File: config.mk
export PLATFORM = sky130hd
export DESIGN_NAME = hazard_control_unit_flat
export DESIGN_NICKNAME = d
export VERILOG_FILES = /design/src/rtl/hazard_control_unit_pkg.sv /design/src/rtl/hazard_control_unit_if.sv /design/src/rtl/hazard_control_unit_sat_counter.sv /design/src/rtl/hazard_control_unit.sv /design/src/flat_wrapper.sv
export SDC_FILE = /design/constraint.sdc
export NUM_CORES = 1
export LEC_CHECK = 0
export CORE_AREA = 2 2 39 41
export CTS_CLUSTER_DIAMETER = 50
export DETAILED_ROUTE_END_ITERATION = 6
export DIE_AREA = 0 0 41 43
export PLACE_DENSITY = 0.77
export SLEW_MARGIN = 10
export SYNTH_ARGS = -nofsm -noshare
export SYNTH_HDL_FRONTEND = slang
export SYNTH_SLANG_ARGS = --single-unit
File: constraint.sdc
create_clock -name clk -period 4 [get_ports clk]
set_input_delay 1 -clock clk [delete_from_list [all_inputs] [get_ports clk]]
set_output_delay 1 -clock clk [all_outputs]
set_load 0.03 [all_outputs]
File: src/rtl/hazard_control_unit_pkg.sv
// ---------------------------------------------------------------------------
// hazard_control_unit_pkg
// Shared pipeline definitions for the hazard controller.
//   md_state_t : mult/div sequencer state (RUN = 0, MD_BUSY = 1)
//   REG_W      : register-address width
//   REG_ZERO   : hard-wired zero register ($zero), never a real producer
// ---------------------------------------------------------------------------
package hazard_control_unit_pkg;

   localparam int REG_W = 5;
   localparam logic [REG_W-1:0] REG_ZERO = 5'd0;

   typedef enum logic {
      RUN     = 1'b0,
      MD_BUSY = 1'b1
   } md_state_t;

endpackage

File: src/rtl/hazard_control_unit_if.sv
// ---------------------------------------------------------------------------
// hazard_control_unit_if
// Pipeline-to-hazard-unit signal bundle.
//   master : pipeline side, drives ID/EX status, receives control
//   slave  : hazard unit side
// Signals:
//   id_rs, id_rt, id_uses_rs, id_uses_rt : ID source operands
//   id_is_muldiv, id_reads_hilo          : ID mult/div and mfhi/mflo flags
//   ex_mem_read, ex_rd, ex_branch_taken  : EX load / destination / redirect
//   pc_write, if_id_write, if_id_flush, id_ex_bubble : pipeline control
//   muldiv_start, muldiv_busy            : mult/div unit issue and status
// ---------------------------------------------------------------------------
interface hazard_control_unit_if;
   import hazard_control_unit_pkg::*;

   logic [REG_W-1:0] id_rs;
   logic [REG_W-1:0] id_rt;
   logic             id_uses_rs;
   logic             id_uses_rt;
   logic             id_is_muldiv;
   logic             id_reads_hilo;
   logic             ex_mem_read;
   logic [REG_W-1:0] ex_rd;
   logic             ex_branch_taken;
   logic             pc_write;
   logic             if_id_write;
   logic             if_id_flush;
   logic             id_ex_bubble;
   logic             muldiv_start;
   logic             muldiv_busy;

   modport master (
      output id_rs, id_rt, id_uses_rs, id_uses_rt, id_is_muldiv,
             id_reads_hilo, ex_mem_read, ex_rd, ex_branch_taken,
      input  pc_write, if_id_write, if_id_flush, id_ex_bubble,
             muldiv_start, muldiv_busy
   );

   modport slave (
      input  id_rs, id_rt, id_uses_rs, id_uses_rt, id_is_muldiv,
             id_reads_hilo, ex_mem_read, ex_rd, ex_branch_taken,
      output pc_write, if_id_write, if_id_flush, id_ex_bubble,
             muldiv_start, muldiv_busy
   );

endinterface

File: src/rtl/hazard_control_unit_sat_counter.sv
// ---------------------------------------------------------------------------
// sat_counter
// CNT_W-bit up-counter that sticks at all-ones.
//   clk, rst : clock, asynchronous active-high reset (clears to 0)
//   inc      : increment enable
//   cnt      : current count
// ---------------------------------------------------------------------------
module sat_counter #(
   parameter int CNT_W = 16
) (
   input  logic             clk,
   input  logic             rst,
   input  logic             inc,
   output logic [CNT_W-1:0] cnt
);

   always_ff @(posedge clk or posedge rst) begin
      if (rst)
         cnt <= '0;
      else if (inc && (cnt != '1))
         cnt <= cnt + CNT_W'(1);
   end

endmodule

File: src/rtl/hazard_control_unit.sv
// ---------------------------------------------------------------------------
// hazard_control_unit
// Resolves hazards the EX forwarding network cannot: load-use stalls,
// wrong-path flush on taken branches/jumps, and mult/div sequencing so
// HI/LO readers wait until the result is valid.
// Optional feature macro: HAZARD_PERF_CNT_EN adds stall_cnt / flush_cnt.
// Ports:
//   clk, rst  : clock, asynchronous active-high reset
//   bus       : hazard_control_unit_if.slave (ID/EX status in, control out)
//   stall_cnt : cycles stalled (saturating)       [HAZARD_PERF_CNT_EN only]
//   flush_cnt : cycles flushed (saturating)       [HAZARD_PERF_CNT_EN only]
// ---------------------------------------------------------------------------
module hazard_control_unit
   import hazard_control_unit_pkg::*;
#(
   parameter int MULDIV_LAT = 4,
   parameter int CNT_W      = 16
) (
   input  logic                  clk,
   input  logic                  rst,
   hazard_control_unit_if.slave  bus
`ifdef HAZARD_PERF_CNT_EN
   ,
   output logic [CNT_W-1:0]      stall_cnt,
   output logic [CNT_W-1:0]      flush_cnt
`endif
);

   localparam int MD_W = $clog2(MULDIV_LAT + 1);

   if ((MULDIV_LAT < 1) || (MULDIV_LAT > 15) || (CNT_W < 1)) begin : g_bad_param
      $error("hazard_control_unit: MULDIV_LAT must be 1..15 and CNT_W >= 1");
   end

   md_state_t        state, state_nxt;
   logic [MD_W-1:0]  md_cnt, md_cnt_nxt;
   logic             load_use;
   logic             md_hazard;
   logic             stall;

   always_comb begin
      load_use  = bus.ex_mem_read && (bus.ex_rd != REG_ZERO) &&
                  ((bus.id_uses_rs && (bus.ex_rd == bus.id_rs)) ||
                   (bus.id_uses_rt && (bus.ex_rd == bus.id_rt)));
      md_hazard = (state == MD_BUSY) && (bus.id_is_muldiv || bus.id_reads_hilo);
      // A taken branch squashes the ID instruction, so its hazards are moot.
      stall     = (load_use || md_hazard) && !bus.ex_branch_taken;
   end

   always_comb begin
      bus.pc_write     = 1'b1;
      bus.if_id_write  = 1'b1;
      bus.if_id_flush  = 1'b0;
      bus.id_ex_bubble = 1'b0;
      if (bus.ex_branch_taken) begin
         bus.if_id_flush  = 1'b1;
         bus.id_ex_bubble = 1'b1;
      end else if (stall) begin
         bus.pc_write     = 1'b0;
         bus.if_id_write  = 1'b0;
         bus.id_ex_bubble = 1'b1;
      end
      bus.muldiv_start = bus.id_is_muldiv && (state == RUN) && !stall &&
                         !bus.ex_branch_taken;
      bus.muldiv_busy  = (state == MD_BUSY);
   end

   // Mult/div sequencer: a branch never aborts MD_BUSY, the issued op is older.
   always_comb begin
      state_nxt  = state;
      md_cnt_nxt = md_cnt;
      case (state)
         RUN: begin
            if (bus.muldiv_start) begin
               state_nxt  = MD_BUSY;
               md_cnt_nxt = MD_W'(MULDIV_LAT);
            end
         end
         MD_BUSY: begin
            if (md_cnt == MD_W'(1)) begin
               state_nxt  = RUN;
               md_cnt_nxt = '0;
            end else begin
               md_cnt_nxt = md_cnt - MD_W'(1);
            end
         end
         default: begin
            state_nxt  = RUN;
            md_cnt_nxt = '0;
         end
      endcase
   end

   always_ff @(posedge clk or posedge rst) begin
      if (rst) begin
         state  <= RUN;
         md_cnt <= '0;
      end else begin
         state  <= state_nxt;
         md_cnt <= md_cnt_nxt;
      end
   end

`ifdef HAZARD_PERF_CNT_EN
   sat_counter #(.CNT_W(CNT_W)) u_stall_cnt (
      .clk (clk),
      .rst (rst),
      .inc (stall),
      .cnt (stall_cnt)
   );

   sat_counter #(.CNT_W(CNT_W)) u_flush_cnt (
      .clk (clk),
      .rst (rst),
      .inc (bus.ex_branch_taken),
      .cnt (flush_cnt)
   );
`endif

endmodule

File: src/flat_wrapper.sv
// flat-port wrapper written by rule: the top's interface ports become plain ports
module hazard_control_unit_flat import hazard_control_unit_pkg::*;
#(
   parameter int MULDIV_LAT = 4,
   parameter int CNT_W      = 16
)
  (clk, rst, bus_id_rs, bus_id_rt, bus_id_uses_rs, bus_id_uses_rt, bus_id_is_muldiv, bus_id_reads_hilo, bus_ex_mem_read, bus_ex_rd, bus_ex_branch_taken, bus_pc_write, bus_if_id_write, bus_if_id_flush, bus_id_ex_bubble, bus_muldiv_start, bus_muldiv_busy);
  hazard_control_unit_if bus_i ();
  input  logic clk;
  input  logic rst;
  input wire logic [$bits(bus_i.id_rs)-1:0] bus_id_rs;
  input wire logic [$bits(bus_i.id_rt)-1:0] bus_id_rt;
  input wire logic [$bits(bus_i.id_uses_rs)-1:0] bus_id_uses_rs;
  input wire logic [$bits(bus_i.id_uses_rt)-1:0] bus_id_uses_rt;
  input wire logic [$bits(bus_i.id_is_muldiv)-1:0] bus_id_is_muldiv;
  input wire logic [$bits(bus_i.id_reads_hilo)-1:0] bus_id_reads_hilo;
  input wire logic [$bits(bus_i.ex_mem_read)-1:0] bus_ex_mem_read;
  input wire logic [$bits(bus_i.ex_rd)-1:0] bus_ex_rd;
  input wire logic [$bits(bus_i.ex_branch_taken)-1:0] bus_ex_branch_taken;
  output wire logic [$bits(bus_i.pc_write)-1:0] bus_pc_write;
  output wire logic [$bits(bus_i.if_id_write)-1:0] bus_if_id_write;
  output wire logic [$bits(bus_i.if_id_flush)-1:0] bus_if_id_flush;
  output wire logic [$bits(bus_i.id_ex_bubble)-1:0] bus_id_ex_bubble;
  output wire logic [$bits(bus_i.muldiv_start)-1:0] bus_muldiv_start;
  output wire logic [$bits(bus_i.muldiv_busy)-1:0] bus_muldiv_busy;
  assign bus_i.id_rs = bus_id_rs;
  assign bus_i.id_rt = bus_id_rt;
  assign bus_i.id_uses_rs = bus_id_uses_rs;
  assign bus_i.id_uses_rt = bus_id_uses_rt;
  assign bus_i.id_is_muldiv = bus_id_is_muldiv;
  assign bus_i.id_reads_hilo = bus_id_reads_hilo;
  assign bus_i.ex_mem_read = bus_ex_mem_read;
  assign bus_i.ex_rd = bus_ex_rd;
  assign bus_i.ex_branch_taken = bus_ex_branch_taken;
  assign bus_pc_write = bus_i.pc_write;
  assign bus_if_id_write = bus_i.if_id_write;
  assign bus_if_id_flush = bus_i.if_id_flush;
  assign bus_id_ex_bubble = bus_i.id_ex_bubble;
  assign bus_muldiv_start = bus_i.muldiv_start;
  assign bus_muldiv_busy = bus_i.muldiv_busy;
  hazard_control_unit #(.MULDIV_LAT(MULDIV_LAT), .CNT_W(CNT_W)) u_core (.clk(clk), .rst(rst), .bus(bus_i));
endmodule
Word level (Yosys, flattened, before mapping):

Cells that the tools add are included.

* add/subtract/negate cells: 1
* multipliers: 0
* div/mod/pow operators: 0
* magnitude comparators: 0
* equality and inequality tests: 4
* shift-type cells: 0
* muxes and demuxes: 11
* bitwise logic cells: 1
* reductions and logical operators: 15

Operator list (count)
* $eq A5 B5 Y1: 2
* $logic_and A1 B1 Y1: 9
* $mux W1: 7
* $mux W3: 2
* $pmux W3 S2: 1
* $reduce_bool A5 Y1: 1
* $eq A3 B1 Y1 const B: 1
* $logic_or A1 B1 Y1: 3
* $sub A3 B1 Y3 const B: 1
* $logic_not A1 Y1: 2
* $ne A2 B2 Y1 const B: 1
* $pmux W1 S2: 1
* $not A1 Y1: 1

* register bits after elaboration: 4
* latch bits: 0
* RAM bits: 0
* ROM bits: 0
* output and inout bits: 6
* logic and storage cells: 34
* memories: 0

Logic depth before layout (Yosys ltp):

Gate-level depths: netlist of run 1.

* depth after elaboration: 11
* mapped depth: 6

Worst setup path before layout of run 1:

OpenSTA, ideal clock, no wires.

* path type: input port to output port
* start: input bus_ex_rd[1]
* end: output bus_pc_write
* data arrival time: 2.371 ns
* setup slack: 0.629 ns
* stages on the path: 5
* path buffers: 1
* cells stage by stage: or4_4 -> o21ai_2 -> nor2_1 -> a22oi_2 -> buf_4

* cells in the longest elaborated chain, start to end: 8
* elaborated cells on any way between the ends: 12
* classes of those cells: eq/ne: 2; mux: 2; reduce/logical: 8

Ends and longest elaborated chain
* start: declaration: line flat_wrapper.sv:18 `input wire logic [$bits(bus_i.ex_rd)-1:0] bus_ex_rd;`
* $eq A5 B5 Y1 (on tied branches): line hazard_control_unit.sv:43, hazard_control_unit.sv:44
* $logic_and A1 B1 Y1 (on tied branches): line hazard_control_unit.sv:43, hazard_control_unit.sv:44
* $logic_or A1 B1 Y1: line hazard_control_unit.sv:43 `((bus.id_uses_rs && (bus.ex_rd == bus.id_rs)) ||`
* $logic_and A1 B1 Y1 *: line hazard_control_unit.sv:42 `load_use = bus.ex_mem_read && (bus.ex_rd != REG_ZERO) &&`
* $logic_or A1 B1 Y1 *: line hazard_control_unit.sv:47 `stall = (load_use || md_hazard) && !bus.ex_branch_taken;`
* $logic_and A1 B1 Y1 *: line hazard_control_unit.sv:47
* $mux W1 * (2 in a row)
* end: declaration: line flat_wrapper.sv:20 `output wire logic [$bits(bus_i.pc_write)-1:0] bus_pc_write;`

Mark *: on every way between the ends. The rest lies on a longest branch, timed or not.

Worst setup path after layout of run 1:

* start: input bus_ex_rd[1]
* end: output bus_pc_write

* cells in the longest elaborated chain, start to end: 8
* elaborated cells on any way between the ends: 12
* classes of those cells: eq/ne: 2; mux: 2; reduce/logical: 8

Ends and longest elaborated chain
* $eq A5 B5 Y1 (on tied branches): line hazard_control_unit.sv:43, hazard_control_unit.sv:44
* $logic_and A1 B1 Y1 (on tied branches): line hazard_control_unit.sv:43, hazard_control_unit.sv:44
* $logic_or A1 B1 Y1: line hazard_control_unit.sv:43
* $logic_and A1 B1 Y1 *: line hazard_control_unit.sv:42
* $logic_or A1 B1 Y1 *: line hazard_control_unit.sv:47
* $logic_and A1 B1 Y1 *: line hazard_control_unit.sv:47
* $mux W1 *: line hazard_control_unit.sv:58 `end else if (stall) begin`
* $mux W1 *: line hazard_control_unit.sv:55 `if (bus.ex_branch_taken) begin`

Marked as above.

==> results of run 1 <==
cell families after synthesis:
logic type,after synthesis,synth area share
AO/OA/AOI/OAI,16,0.2614
XOR/XNOR,10,0.1887
adder cells (fa/ha/maj),2,0.05390
buffers and inverters,7,0.07275
flip-flops,4,0.2156
AND/OR/NAND/NOR,17,0.2075
worst max-delay path, cell delays in order:
cell             delay [ps]
clkdlybuf4s50_1         470
or4_4                   570
o21ai_2                 150
buf_4                   150
nor2_1                   40
a22oi_2                 130
buf_4                   190
placed cells by master (no fill, tap or decap), drive strengths merged:
| master | Yosys | routed |
|---|---|---|
| nand4 | 2 | 2 |
| o221ai | 1 | 1 |
| o22ai | 1 | 1 |
| a221oi | 1 | 1 |
| nand2b | 2 | 2 |
| and2 | 1 | 1 |
| nand3 | 1 | 1 |
| xnor2 | 10 | 10 |
| dfrtp | 4 | 4 |
| a21oi | 3 | 3 |
| o21ai | 4 | 4 |
| nor2 | 2 | 2 |
| inv | 4 | 4 |
| or2b | 1 | 1 |
| nor3 | 1 | 1 |
| dlymetal6s2s | 0 | 1 |
| o22a | 1 | 1 |
| or4 | 1 | 1 |
| ha | 2 | 2 |
| clkdlybuf4s50 | 0 | 24 |
| a22oi | 2 | 2 |
| clkbuf | 1 | 3 |
| nor2b | 2 | 2 |
| buf | 2 | 4 |
| nand2 | 4 | 4 |
| a22o | 1 | 1 |
| o21a | 2 | 2 |
how the worst max path moves through the flow:
stage,endpoint,depth (start not counted),slack (ps),start
finish,bus_pc_write,7,300,bus_ex_rd[1]
global placement,bus_id_ex_bubble,6,130,bus_ex_rd[3]
CTS,bus_id_ex_bubble,6,90,bus_ex_rd[4]
detailed placement,bus_id_ex_bubble,6,100,bus_ex_rd[4]
global route,bus_pc_write,7,180,bus_ex_rd[1]
floorplan,bus_pc_write,5,630,bus_ex_rd[1]
metrics by stage:
step | hold WS, ps | cells
2_1_floorplan | 502.0 | 56
3_3_place_gp | 543.6 | 98
3_5_place_dp | 559.0 | 98
4_1_cts | 565.1 | 101
5_1_grt | 609.4 | 101
6_report | 557.4 | 101
per-layer routing:
metal / share of wire / track usage
met1: 0.34 / 0.1396
met2: 0.58 / 0.2688
met3: 0.075 / 0.05759
met4: 0.0036 / 0.08000
met5: 0 / 0
power groups by stage:
stage	registers, W	clock network (W)	logic [W]
2_1_floorplan	0.0000839	0	0.000137
5_1_grt	0.0000913	0.0000573	0.000216
3_3_place_gp	0.0000875	0	0.000200
3_5_place_dp	0.0000897	0	0.000202
6_report	0.0000876	0.0000499	0.000201
4_1_cts	0.0000878	0.0000511	0.000204
synthesized netlist by cell type (2+ instances only):
cell type,n,area (sq um)
nand2_1,4,15.01
o21ai_0,2,10.01
a21oi_1,3,15.01
buf_4,2,15.01
xnor2_1,10,87.58
o21a_1,2,15.01
nand4_1,2,12.51
nor2_1,2,7.510
ha_1,2,25.02
inv_1,4,15.01
dfrtp_1,4,100.1
nand2b_1,2,12.51
nor2b_1,2,12.51
layout make-up:
type	count	area, sq um	area share
Clock buffer	3	22.52	0.02922
Inverter	4	15.01	0.01948
Multi-Input combinational cell	45	330.3	0.4286
Sequential cell	4	100.1	0.1299
Tap cell	16	20.02	0.02597
Timing Repair Buffer	29	282.8	0.3669
state kept, by name, indices dropped and copies added, names as in the netlist:
register	flops
u_core.bus.muldiv_busy	1
u_core.md_cnt	3
==> results.cfg, run 1 <==
[power]
power.switching_w = 0.0001398
power_w = 0.0003385
power_density_nw_per_um2 = 439.2
seq_power_share = 0.259
peakVddDrop_mv = 0.2148
power.switching_fraction = 0.4129
p_int_w = 0.0001988
comb_power_share = 0.594
p_leak_nw = 0.3006
clkPwrFrac = 0.147

[clock_network]
clk_pin_slew_ps = 30
cts_sinks = 4
numCtsBuffers = 3
post-cts-setup-buffers = 0
cts_tree = built
cts_max_path_buffers = 2
htreeDepth = 1
cts-resized-gates = 0
root_buffer = clkbuf_4
hold_buffers = 0
worstSkewPairLatency_ps = 240

[outcome]
status = completed

[job]
drv_cap = 0

[global_route]
grt_pass1_wl_microns = 1759
antenna_found_initial = 0
grtUsageTotal = 0.1531
overflow = 0
grt_max_degree = 11
grt_pass1_vias = 467

[final_layout]
drive_above_1_share = 0.1412
area_growth_pct = 66.04
layout.filler_cells = 122
final_area_sq_um = 770.7
utilization = 0.5570
n_antenna_cell = 0
fin_nets = 112

[floorplan]
ios = 29
die_y_microns = 43
die-area_sq_um = 1763
start_util = 0.3354
fp.dieW_microns = 41
core_sq_um = 1384
num_rows = 14

[yosys]
ys_seq_elements = 4
synth_fp_nets = 81
synth_warnings = 0
synth_ff_type = dfrtp_1
syn_inst = 56
synthesis.area_per_instance_sq_um = 8.289
synth-edff-count = 0
netlist_area_sq_um = 464.2
yosysSeqAreaShare = 0.2156
synth_cell_types = 28
async_flop_share = 1.000

[detailed_routing]
drc = 0
dr.first_iter.drc_count = 13
vias_per_cell = 5.050
dr_total_vias = 510
dr.pass1.iters = 4
drt-total-wl_microns = 1117
drtAntennaViolNets = 0
routedWlPerCell_microns = 11.06

[sta]
skew_ps = 1.701
fin_ws_ps = 304.2
setup-tns-final_ps = 0
fin_crit_sh = 0.9240
slew_headroom = 0.7404
slew_violations = 0
hold_violations = 0
worst_slew_pin_slew_ps = 389.4
finalSetupViolations = 0
fin_crit_ps = 3696
max_freq_mhz = 270.6
rsz0062_at_grt = no

[min_path]
hp-start = u_core.md_cnt[2]
hold_path_class = flip-flop to flip-flop
hold_depth = 2
whs_endpoint = u_core.md_cnt[2]

[placement]
gp_congestion = 0.7673
port_buffers = 28
place_ws_ps = 97.14
place_area_sq_um = 745.7
dpl.hpwl_microns = 988.3

[worst_setup_path]
worstReg2RegStart = u_core.md_cnt[0]
reg2reg_slack_ps = 2700
cp-start-kind = input port
cp-end-kind = output pin
cp.required_ps = 3000
ff2ff_path_depth = 5
critical_path_class = input port to output pin
worst-endpoint-arrival_ps = 2700
cp_max_fo = 4
rr_endpoint = u_core.md_cnt[0]
Power figures use the tool's default switching activity.
==> run 2: changes to the inputs <==
CORE_AREA = not set   (was 2 2 39 41)
CORE_MARGIN = 2   (was not set)
CORE_UTILIZATION = 25   (was not set)
DIE_AREA = not set   (was 0 0 41 43)
GPL_TIMING_DRIVEN = 0   (was not set)
PLACE_DENSITY = 0.58   (was 0.77)
==> results.cfg, run 2 (synthesis results as in run 1) <==
[clock_network]
cts_sinks = 4
htreeDepth = 1
cts_max_path_buffers = 2
clk_pin_slew_ps = 40
hold_buffers = 0
root_buffer = clkbuf_4
worstSkewPairLatency_ps = 240
numCtsBuffers = 3
post-cts-setup-buffers = 0
cts-resized-gates = 3
cts_tree = built

[sta]
slew_violations = 0
skew_ps = 0.4913
hold_violations = 0
rsz0062_at_grt = no
fin_ws_ps = 103.2
setup-tns-final_ps = 0
fin_crit_sh = 0.9742
fin_crit_ps = 3897
worst_hold_slack_ps = 553.2
worst_slew_pin_slew_ps = 350.5
max_freq_mhz = 256.6
finalSetupViolations = 0
slew_headroom = 0.7664

[detailed_routing]
vias_per_cell = 4.491
drc = 0
dr.first_iter.drc_count = 14
dr_total_vias = 503
drtAntennaViolNets = 0
dr.pass1.iters = 4
routedWlPerCell_microns = 10.18
drt-total-wl_microns = 1140

[worst_setup_path]
rr_endpoint = u_core.md_cnt[2]
critical_path_class = input port to output pin
cp-end-kind = output pin
cp_max_fo = 5
crit_path_end = bus_if_id_write
cp-start-kind = input port
cpPeakStageDelay_ps = 570
path_cells = clkdlybuf4s50_1 > or4_4 > o21ai_2 > nor2_1 > a22oi_2 > dlygate4sd2_1
worst-endpoint-arrival_ps = 2900
cp.required_ps = 3000
cpMaxStageDelayCell = or4_4
worstReg2RegStart = u_core.bus.muldiv_busy
ff2ff_path_depth = 4
cp-startpoint = bus_ex_rd[1]
reg2reg_slack_ps = 2690

[placement]
dpl.hpwl_microns = 996.9
place_area_sq_um = 775.7
dp_cells = 109
place_ws_ps = -288.1
gp_congestion = 0.7805
port_buffers = 28

[floorplan]
num_rows = 15
die_y_microns = 47.09
die-area_sq_um = 2217
fp.dieW_microns = 47.09
core_sq_um = 1745
ios = 29
start_util = 0.2659

[global_route]
grtUsageTotal = 0.1207
grt_pass1_wl_microns = 1794
antenna_found_initial = 0
grt_max_degree = 10
overflow = 0
grt_pass1_vias = 449

[final_layout]
fin_nets = 114
final_area_sq_um = 795.8
largest_reg_flops = 3
n_antenna_cell = 0
area_growth_pct = 71.43
layout.filler_cells = 186
mostFrequentLayoutCells = 24 x clkdlybuf4s50_1, 10 x xnor2_1, 4 x nand2_1, 4 x inv_1, 4 x dfrtp_1
largest-register = u_core.md_cnt
fin_cells = 112
mostFrequentLayoutCell = clkdlybuf4s50_1
drive_above_1_share = 0.1264

[power]
p_leak_nw = 0.3078
power_density_nw_per_um2 = 432.2
peakVddDrop_mv = 0.2009

[outcome]
status = completed

[min_path]
hold_path_class = flip-flop to flip-flop

[job]
drv_cap = 0
## run 2: changes by cell type in the layout (fill, tap and decap cells not counted)
cell           delta
clkbuf_1          +1
dlygate4sd2_1     +2
buf_4             -1
## run 2: report_power, final
part	switching (W)	leakage, nW	total [W]	internal, W
logic	0.000109	0.248	0.000215	0.000106
registers	0.0000135	0.0463	0.0000757	0.0000622
clock network	0.0000194	0.0138	0.0000531	0.0000338
## run 2: worst min path at each step
| stage | endpoint | depth (start not counted) | startpoint |
|---|---|---|---|
| after floorplan | u_core.md_cnt[2] | 2 | u_core.md_cnt[2] |
| after global placement | u_core.md_cnt[2] | 2 | u_core.md_cnt[2] |
| after detailed placement | u_core.md_cnt[2] | 2 | u_core.md_cnt[2] |
| after CTS | u_core.md_cnt[2] | 2 | u_core.md_cnt[2] |
| after global routing | u_core.md_cnt[2] | 2 | u_core.md_cnt[2] |
| final | u_core.md_cnt[2] | 2 | u_core.md_cnt[2] |
## run 2: worst max-delay path: cells and delay by family
kind,cells,cell delay (ps)
AND/OR/NAND/NOR,2,650
AO/OA/AOI/OAI,2,370
buffers and inverters,2,880
## run 2: stage by stage
step / total power, W / util
6_report: 0.0003440 / 0.4559
5_1_grt: 0.0003754 / 0.4559
4_1_cts: 0.0003496 / 0.4552
3_5_place_dp: 0.0002981 / 0.4444
3_3_place_gp: 0.0002969 / 0.4444
2_1_floorplan: 0.0002214 / -
## run 2: cell type report
cell class                      instances  area, sq um  area share
Inverter                                4        15.01     0.01887
Clock buffer                            3        22.52     0.02830
Sequential cell                         4        100.1      0.1258
Timing Repair Buffer                   28        277.8      0.3491
Buffer                                  3        18.77     0.02358
Multi-Input combinational cell         45        330.3      0.4151
Tap cell                               25        31.28     0.03931
## run 2: per-layer routing
metal,vias to the layer above,track usage,wire [microns]
met5,-,0,0
met4,0,0.1000,17
met3,2,0.03077,86
met2,24,0.1863,566
met1,218,0.1392,470
li1,259,-,-
==> run 3: changes to the inputs <==
CORE_AREA = 2 2 39 41   (was not set)
CORE_MARGIN = not set   (was 2)
CORE_UTILIZATION = not set   (was 25)
DIE_AREA = 0 0 41 43   (was not set)
PLACE_DENSITY = 0.77   (was 0.58)
clock period = 4.55 ns   (was 4 ns; I/O delays follow)
==> results.cfg, run 3 (synthesis results as in run 1) <==
[power]
comb_power_share = 0.635
power.switching_fraction = 0.4007
peakVddDrop_mv = 0.2815
p_int_w = 0.0001797
p_leak_nw = 0.3027
seq_power_share = 0.222
power_density_nw_per_um2 = 380.4
power.switching_w = 0.0001202
clkPwrFrac = 0.143

[worst_setup_path]
cp_max_fo = 3
reg2reg_slack_ps = 3270
cp-start-kind = input port
cp.required_ps = 3410
cp-end-kind = output pin
worst-endpoint-arrival_ps = 3230
critical_path_class = input port to output pin
ff2ff_path_depth = 5

[final_layout]
n_antenna_cell = 0
largest-register = u_core.md_cnt
drive_above_1_share = 0.1149
utilization = 0.5696
fin_nets = 114
mostFrequentLayoutCell = clkdlybuf4s50_1
mostFrequentLayoutCells = 26 x clkdlybuf4s50_1, 10 x xnor2_1, 4 x nand2_1, 4 x inv_1, 4 x dfrtp_1
area_growth_pct = 69.81
largest_reg_flops = 3
layout.filler_cells = 134

[global_route]
grt_max_degree = 10
grtUsageTotal = 0.1489
grt_pass1_vias = 493
overflow = 0
grt_pass1_wl_microns = 1814
antenna_found_initial = 0

[min_path]
hold_depth = 2
hold_path_class = flip-flop to flip-flop

[clock_network]
numCtsBuffers = 3
cts-resized-gates = 1
worstSkewPairLatency_ps = 230
htreeDepth = 1
cts_sinks = 4
cts_max_path_buffers = 2
clk_pin_slew_ps = 40
cts_tree = built
root_buffer = clkbuf_4
post-cts-setup-buffers = 0
hold_buffers = 0

[outcome]
status = completed

[sta]
fin_crit_sh = 0.9593
finalSetupViolations = 0
fin_crit_ps = 4365
max_freq_mhz = 229.1
skew_ps = 2.379
worst_hold_slack_ps = 539.9
rsz0062_at_grt = no
hold_violations = 0
slew_violations = 0
slew_headroom = 0.7438
worst_slew_pin_slew_ps = 384.2

[floorplan]
die_y_microns = 43
start_util = 0.3354
ios = 29
fp.dieW_microns = 41
die-area_sq_um = 1763
num_rows = 14
core_sq_um = 1384

[detailed_routing]
routedWlPerCell_microns = 10.11
dr.pass1.iters = 3
dr.first_iter.drc_count = 4
drt-total-wl_microns = 1041
vias_per_cell = 4.767
drtAntennaViolNets = 0
drc = 0
dr_total_vias = 491

[placement]
dpl.hpwl_microns = 913
gp_congestion = 0.7749
port_buffers = 28

[job]
drv_cap = 0
## run 3: changes by cell type in the layout (fill, tap and decap cells not counted)
cell	change
dlygate4sd2_1	-1
buf_4	-1
clkdlybuf4s50_1	+2
## run 3: path summary, 6_finish.rpt
kind / endpoint / from
setup / recovery: bus_muldiv_start / bus_ex_rd[1]
hold reg to reg: u_core.md_cnt[2] / u_core.md_cnt[2]
min in group asynchronous: u_core.md_cnt[2] / rst
max in group asynchronous: u_core.md_cnt[1] / rst
hold / removal: u_core.md_cnt[2] / u_core.md_cnt[2]
setup reg to reg: u_core.md_cnt[0] / u_core.md_cnt[0]
## run 3: cell type report
type	instances	area [sq um]	area share
Timing Repair Buffer	28	281.5	0.3571
Tap cell	16	20.02	0.02540
Buffer	3	18.77	0.02381
Sequential cell	4	100.1	0.1270
Clock buffer	3	22.52	0.02857
Multi-Input combinational cell	45	330.3	0.4190
Inverter	4	15.01	0.01905
## run 3: worst max-delay path: stages
cell and delay [ps]:
clkdlybuf4s50_1 480, or4_4 570, o21a_1 210, a21oi_1 150, clkdlybuf4s50_1 680
## run 3: stage by stage
stage | setup TNS, ps | cells | worst slack (ps) | power (W) | instance area [sq um]
global placement | 0 | 100 | 0.5422 | 0.0002569 | 764.5
detailed placement | -11.54 | 100 | -11.54 | 0.0002602 | 764.5
CTS | 0 | 103 | 66.30 | 0.0003044 | 785.8
finish | 0 | 103 | 185.1 | 0.0002999 | 788.3
global route | 0 | 103 | 108.4 | 0.0003330 | 788.3
floorplan | 0 | 56 | 904.3 | 0.0001946 | 464.2
## run 3: power groups by stage
| stage | sequential, W | combinational [W] | clock, W |
|---|---|---|---|
| 6_report | 0.0000666 | 0.000190 | 0.0000429 |
| 5_1_grt | 0.0000707 | 0.000213 | 0.0000497 |
| 4_1_cts | 0.0000669 | 0.000192 | 0.0000455 |
| 3_5_place_dp | 0.0000674 | 0.000193 | 0 |
| 3_3_place_gp | 0.0000672 | 0.000190 | 0 |
| 2_1_floorplan | 0.0000738 | 0.000121 | 0 |
## run 3: layer usage
metal | global-route usage | routed length [microns] | vias to the layer above | share of wire
li1 | - | - | 261 | -
met1 | 0.1683 | 417 | 212 | 0.40
met2 | 0.2531 | 558 | 18 | 0.54
met3 | 0.06283 | 65 | 0 | 0.062
met4 | 0.02000 | 0 | 0 | 0
met5 | 0 | 0 | - | 0
